### src/rtl/ha_bist_pkg.sv
// Shared types and constants for the half-adder self-test controller.
package ha_bist_pkg;

    localparam int unsigned NUM_VEC   = 4;
    localparam int unsigned VEC_W     = 2;
    localparam int unsigned SETTLE_CW = 4;
    localparam int unsigned LOOP_W    = 8;

    typedef enum logic [2:0] {
        ST_IDLE   = 3'd0,
        ST_DRIVE  = 3'd1,
        ST_SETTLE = 3'd2,
        ST_CHECK  = 3'd3,
        ST_DONE   = 3'd4
    } bist_state_e;

    // True in the states that make up an active run.
    function automatic logic is_busy_state(input bist_state_e st);
        return (st == ST_DRIVE) || (st == ST_SETTLE) || (st == ST_CHECK);
    endfunction

endpackage : ha_bist_pkg

### src/rtl/ha_bist_golden.sv
// Golden half-adder response for a 2-bit vector index {a,b}.
module ha_bist_golden
    import ha_bist_pkg::*;
(
    input  logic [VEC_W-1:0] vec,
    output logic             exp_s_c,
    output logic             exp_c_c
);

    // Reference sum and carry from the vector bits.
    always_comb begin
        exp_s_c = vec[1] ^ vec[0];
        exp_c_c = vec[1] & vec[0];
    end

endmodule : ha_bist_golden

### src/rtl/ha_bist_ctrl.sv
// Self-test sequencer for a half adder: drives all {a,b} vectors, samples s/c
// after a settle delay, and reports error count, per-vector fail map and pass.
// Optional build macro HA_BIST_FAULT_INJ_EN adds an 'inject' input that
// inverts the sampled sum during CHECK to force a mismatch.
module ha_bist_ctrl
    import ha_bist_pkg::*;
#(
    parameter int unsigned SETTLE_CYCLES = 1,
    parameter int unsigned LOOPS         = 1,
    parameter int unsigned ERR_W         = 4
) (
    input  logic               clk,
    input  logic               rst,
    input  logic               start,
`ifdef HA_BIST_FAULT_INJ_EN
    input  logic               inject,
`endif
    output logic               dut_a,
    output logic               dut_b,
    input  logic               dut_s,
    input  logic               dut_c,
    output logic               busy,
    output logic               done,
    output logic               pass,
    output logic [ERR_W-1:0]   err_count,
    output logic [NUM_VEC-1:0] fail_vec
);

    bist_state_e          state, state_nxt;
    logic [VEC_W-1:0]     idx, idx_nxt;
    logic [LOOP_W-1:0]    loop_cnt, loop_cnt_nxt;
    logic [SETTLE_CW-1:0] settle_cnt, settle_cnt_nxt;
    logic                 dut_a_nxt, dut_b_nxt;
    logic                 busy_nxt, done_nxt, pass_nxt;
    logic [ERR_W-1:0]     err_count_nxt;
    logic [NUM_VEC-1:0]   fail_vec_nxt;

    logic                 exp_s, exp_c;
    logic                 obs_s;
    logic                 mismatch;

    ha_bist_golden u_golden (
        .vec     (idx),
        .exp_s_c (exp_s),
        .exp_c_c (exp_c)
    );

    // Sampled sum, optionally inverted to force a mismatch.
`ifdef HA_BIST_FAULT_INJ_EN
    always_comb obs_s = dut_s ^ inject;
`else
    always_comb obs_s = dut_s;
`endif

    // A vector fails once, whichever of s/c disagrees.
    always_comb mismatch = (obs_s != exp_s) || (dut_c != exp_c);

    // State, counters and result registers.
    always_ff @(posedge clk) begin
        if (rst) begin
            state      <= ST_IDLE;
            idx        <= '0;
            loop_cnt   <= '0;
            settle_cnt <= '0;
            dut_a      <= 1'b0;
            dut_b      <= 1'b0;
            busy       <= 1'b0;
            done       <= 1'b0;
            pass       <= 1'b0;
            err_count  <= '0;
            fail_vec   <= '0;
        end else begin
            state      <= state_nxt;
            idx        <= idx_nxt;
            loop_cnt   <= loop_cnt_nxt;
            settle_cnt <= settle_cnt_nxt;
            dut_a      <= dut_a_nxt;
            dut_b      <= dut_b_nxt;
            busy       <= busy_nxt;
            done       <= done_nxt;
            pass       <= pass_nxt;
            err_count  <= err_count_nxt;
            fail_vec   <= fail_vec_nxt;
        end
    end

    // Next-state and next-output decode.
    always_comb begin
        state_nxt      = state;
        idx_nxt        = idx;
        loop_cnt_nxt   = loop_cnt;
        settle_cnt_nxt = settle_cnt;
        dut_a_nxt      = dut_a;
        dut_b_nxt      = dut_b;
        done_nxt       = done;
        pass_nxt       = pass;
        err_count_nxt  = err_count;
        fail_vec_nxt   = fail_vec;

        unique case (state)
            ST_IDLE, ST_DONE: begin
                if (start) begin
                    state_nxt     = ST_DRIVE;
                    idx_nxt       = '0;
                    loop_cnt_nxt  = '0;
                    err_count_nxt = '0;
                    fail_vec_nxt  = '0;
                    done_nxt      = 1'b0;
                    pass_nxt      = 1'b0;
                end
            end
            ST_DRIVE: begin
                dut_a_nxt      = idx[1];
                dut_b_nxt      = idx[0];
                settle_cnt_nxt = '0;
                state_nxt      = (SETTLE_CYCLES == 0) ? ST_CHECK : ST_SETTLE;
            end
            ST_SETTLE: begin
                if (settle_cnt == SETTLE_CW'(SETTLE_CYCLES - 1)) begin
                    state_nxt = ST_CHECK;
                end else begin
                    settle_cnt_nxt = settle_cnt + SETTLE_CW'(1);
                end
            end
            ST_CHECK: begin
                if (mismatch) begin
                    if (err_count != {ERR_W{1'b1}}) begin
                        err_count_nxt = err_count + ERR_W'(1);
                    end
                    fail_vec_nxt[idx] = 1'b1;
                end
                if (idx != VEC_W'(NUM_VEC - 1)) begin
                    idx_nxt   = idx + VEC_W'(1);
                    state_nxt = ST_DRIVE;
                end else if (loop_cnt < LOOP_W'(LOOPS - 1)) begin
                    idx_nxt      = '0;
                    loop_cnt_nxt = loop_cnt + LOOP_W'(1);
                    state_nxt    = ST_DRIVE;
                end else begin
                    state_nxt = ST_DONE;
                    done_nxt  = 1'b1;
                    pass_nxt  = (err_count_nxt == '0);
                end
            end
            default: begin
                state_nxt = ST_IDLE;
            end
        endcase

        busy_nxt = is_busy_state(state_nxt);
    end

endmodule : ha_bist_ctrl
### config.mk
export PLATFORM = sky130hd
export DESIGN_NAME = ha_bist_ctrl
export DESIGN_NICKNAME = d
export VERILOG_FILES = /design/src/rtl/ha_bist_pkg.sv /design/src/rtl/ha_bist_golden.sv /design/src/rtl/ha_bist_ctrl.sv
export SDC_FILE = /design/constraint.sdc
export NUM_CORES = 1
export LEC_CHECK = 0
export BUFFER_PORTS_ARGS = -buffer_cell sky130_fd_sc_hd__buf_4
export CAP_MARGIN = 5
export CORE_MARGIN = 2
export CORE_UTILIZATION = 55
export CTS_CLUSTER_SIZE = 20
export DETAILED_ROUTE_END_ITERATION = 6
export PLACE_DENSITY_LB_ADDON = 0.1
export SLEW_MARGIN = 20
export SYNTH_ARGS = -nofsm -noshare
export SYNTH_HDL_FRONTEND = slang
export SYNTH_SLANG_ARGS = --single-unit
### constraint.sdc
create_clock -name clk -period 2.2 [get_ports clk]
set_input_delay 0.33 -clock clk [delete_from_list [all_inputs] [get_ports clk]]
set_output_delay 0.33 -clock clk [all_outputs]
set_load 0.05 [all_outputs]
==> flow_summary.ini <==
[worst_setup_path]
cp_top_family = compound AO/OA/AOI/OAI gates
cp_cell_sequence = inv_1 -> ha_1 -> xnor2_1 -> a21oi_1 -> o21ai_0 -> a21oi_1
endpoint_kind = register
critPathKind = reg -> reg
setup.worst_path.start = idx[0]$_SDFFE_PP0P_
cpPeakStageDelay_ns = 0.45
cp.arrival_ns = 2.18
required_ns = 2.42
worstPathMaxFanout = 6
timing.rr.start = idx[0]$_SDFFE_PP0P_
critPathSlowestCell = dfxtp_1
critPathBufInv = 1
cpMostUsedCell = a21oi_1
critPathLaunchType = register

[flow_run]
drv_cap = 0

[yosys]
synth_edf_count = 0
syn_avg_cell_area_um2 = 8.495
synth_ff_type = dfxtp_1
synth-seq-cells = 22
synth_most_common_cell = dfxtp_1
syn_area_um2 = 1249
synth_commonest_cells = 22 x dfxtp_1, 16 x a21oi_1, 11 x inv_1, 10 x nor2_1, 9 x o21ai_0
synth_top_area_share_pct = 35.27
synth_top_family_by_area = compound AO/OA/AOI/OAI gates
seq_area_frac_synth_pct = 35.27
synth_xor_area_share_pct = 3.507
synthAdderAreaFrac_pct = 7.014
synthArstFlopShare_pct = 0
synth-compound-area-share_pct = 22.34
synth_largest_area_cell = dfxtp_1
yosysUniqueCellTypes = 45
syn-num-nets = 159
synth_area_leaders = dfxtp_1 35%, ha_1 7.0%, a21oi_1 6.4%
muxShareOfSynthArea_pct = 4.008
synth-simple-area-share_pct = 21.04
ys.warnings.count = 0
synthCells = 147

[detailed_routing]
vias = 1112
detail_route.first_pass.iterations = 4
drt-total-wl_um = 2663
ant_nets = 0
post_drt_wl_per_cell_um = 13.94
vias_per_cell = 5.822
drcViolationCount = 0
drt_iter0_drc = 15

[clock_tree]
postCtsSetupBuffers = 0
clkLatencyLatePin_ns = 0.31
holdBufCountCts = 0
cts_tree = built
cts_resized = 0
numCtsBuffers = 3
htreeDepth = 1
cts.sinks = 22
cts_buffer_depth = 2
clk_pin_slew_worst_paths_ns = 0.13
clock-root-buffer = clkbuf_4

[global_route]
grt_overflow = 0
grt_usage_pct = 22.41
grt_pass1_wl_um = 4574
grt_pass1_vias = 988
antenna_found_initial = 0
grt_max_degree = 24

[floorplanning]
coreArea_um2 = 2170
die_x_um = 51.65
die_area_um2 = 2668
start_util_pct = 57.55
ioPinCount = 18
num_rows = 17
dieHeight_um = 51.65

[final_layout]
area_delta_synth_final_pct = 16.13
n_fill_cell = 204
multi_input_area_um2 = 723.2
final_layout_size_suffix_gt1_share_pct = 18.40
final_core_util_pct = 66.84
nNetsFinal = 176
n_antenna_cell = 0
register_area_um2 = 440.4

[timing]
worst_slew_pin_slew_ns = 0.5212
setup_viol = 0
fmax_ghz = 0.5085
post-route-period-util_pct = 89.38
min_period_ns = 1.966
hold_viol = 0
fin_skew_ns = 0.001793
slew_viol_final = 0
slew_headroom_pct = 65.18
tns_ns = 0
rsz0062_at_grt = false

[power]
finalPower_w = 0.0009197
power.leakage_nw = 0.5444
switching_power_w = 0.0002565
worst_ir_drop_vdd_mv = 0.4244
sequentialPowerShare_pct = 45.7
clock_power_share_pct = 34.8
p_int_w = 0.0006632
p_sw_share_pct = 27.89
p_per_area_nw_per_um2 = 634.2
p_comb_share_pct = 19.5

[place]
port-buffer-count = 17
gp_congestion = 0.9244
hpwl_um = 1873

[outcome]
outcome = completed

[worst_hold_path]
min_from = start
hold_path.class = in -> reg
routing by layer:
layer | global-route usage [%] | wire length, um
met4 | 7.895 | 25
met2 | 34.83 | 1299
met5 | 0 | 0
met3 | 3.448 | 74
met1 | 31.47 | 1263
placed cells by master, fill, tap and decap left out, types with 4 or more instances in the layout:
cell type,n
nor2_1,10
nand2_1,5
nand2b_1,4
a21oi_1,16
inv_1,11
o21ai_0,9
mux2i_1,5
dfxtp_1,22
buf_4,21
ha_1,7
nand3_1,5
flip-flops by register name, summed over array words and instances, names as in the netlist:
name / flops
busy: 1
done: 1
dut_a: 1
dut_b: 1
err_count: 4
fail_vec: 4
idx: 2
pass: 1
settle_cnt: 4
state: 3
worst register-to-register path, delay by kind of cell (launching register included):
kind | cells | cell delay [ns]
compound gates | 3 | 0.58
xor+xnor | 1 | 0.40
fa+ha+maj | 1 | 0.36
buf+inv | 1 | 0.09
flops | 1 | 0.45
power by group through the flow:
| stage | Sequential (W) | Combinational, W | Clock [W] |
|---|---|---|---|
| after CTS | 0.000420 | 0.000179 | 0.000321 |
| after detailed placement | 0.000429 | 0.000178 | 0 |
| final | 0.000420 | 0.000180 | 0.000320 |
| after global placement | 0.000429 | 0.000172 | 0 |
| after floorplan | 0.000448 | 0.000114 | 0 |
| after global routing | 0.000422 | 0.000199 | 0.000339 |
layout make-up:
class,instances,area share (%)
clock buffers,3,1.553
clock inverters,1,2.071
inverters,11,2.847
multi-input cells,105,49.87
flip-flops and latches,22,30.37
well taps,28,2.416
repair buffers,21,10.87
per-stage QoR:
stage	setup WS [ns]	hold WS, ns	instance area (um^2)	instances
floorplan	0.4516	0.4644	1249	147
global placement	0.3883	0.4357	1398	187
detailed placement	0.2939	0.4385	1398	187
CTS	0.2527	0.2520	1450	191
global route	0.08822	0.2561	1450	191
finish	0.2336	0.2464	1450	191
logic make-up (layout without fill, tap and decap cells):
family                     after synthesis  after routing
adders and majority gates                7              7
AOI/OAI and AO/OA                       42             42
buffers and inverters                   20             36
DFF                                     22             22
muxes                                    5              5
xor gates and xnor gates                 5              5
and+or+nand+nor                         46             46
path summary, 6_finish.rpt:
kind                                                  to  slack (ns)  cells after the start
worst min-delay path                     busy$_SDFF_PP0_        0.25                      2
worst max-delay path            fail_vec[2]$_SDFFE_PP0P_        0.23                      6
worst max register to register  fail_vec[2]$_SDFFE_PP0P_        0.23                      6
worst min register to register  fail_vec[1]$_SDFFE_PP0P_        0.46                      2
(Power assumes the default switching activity.)
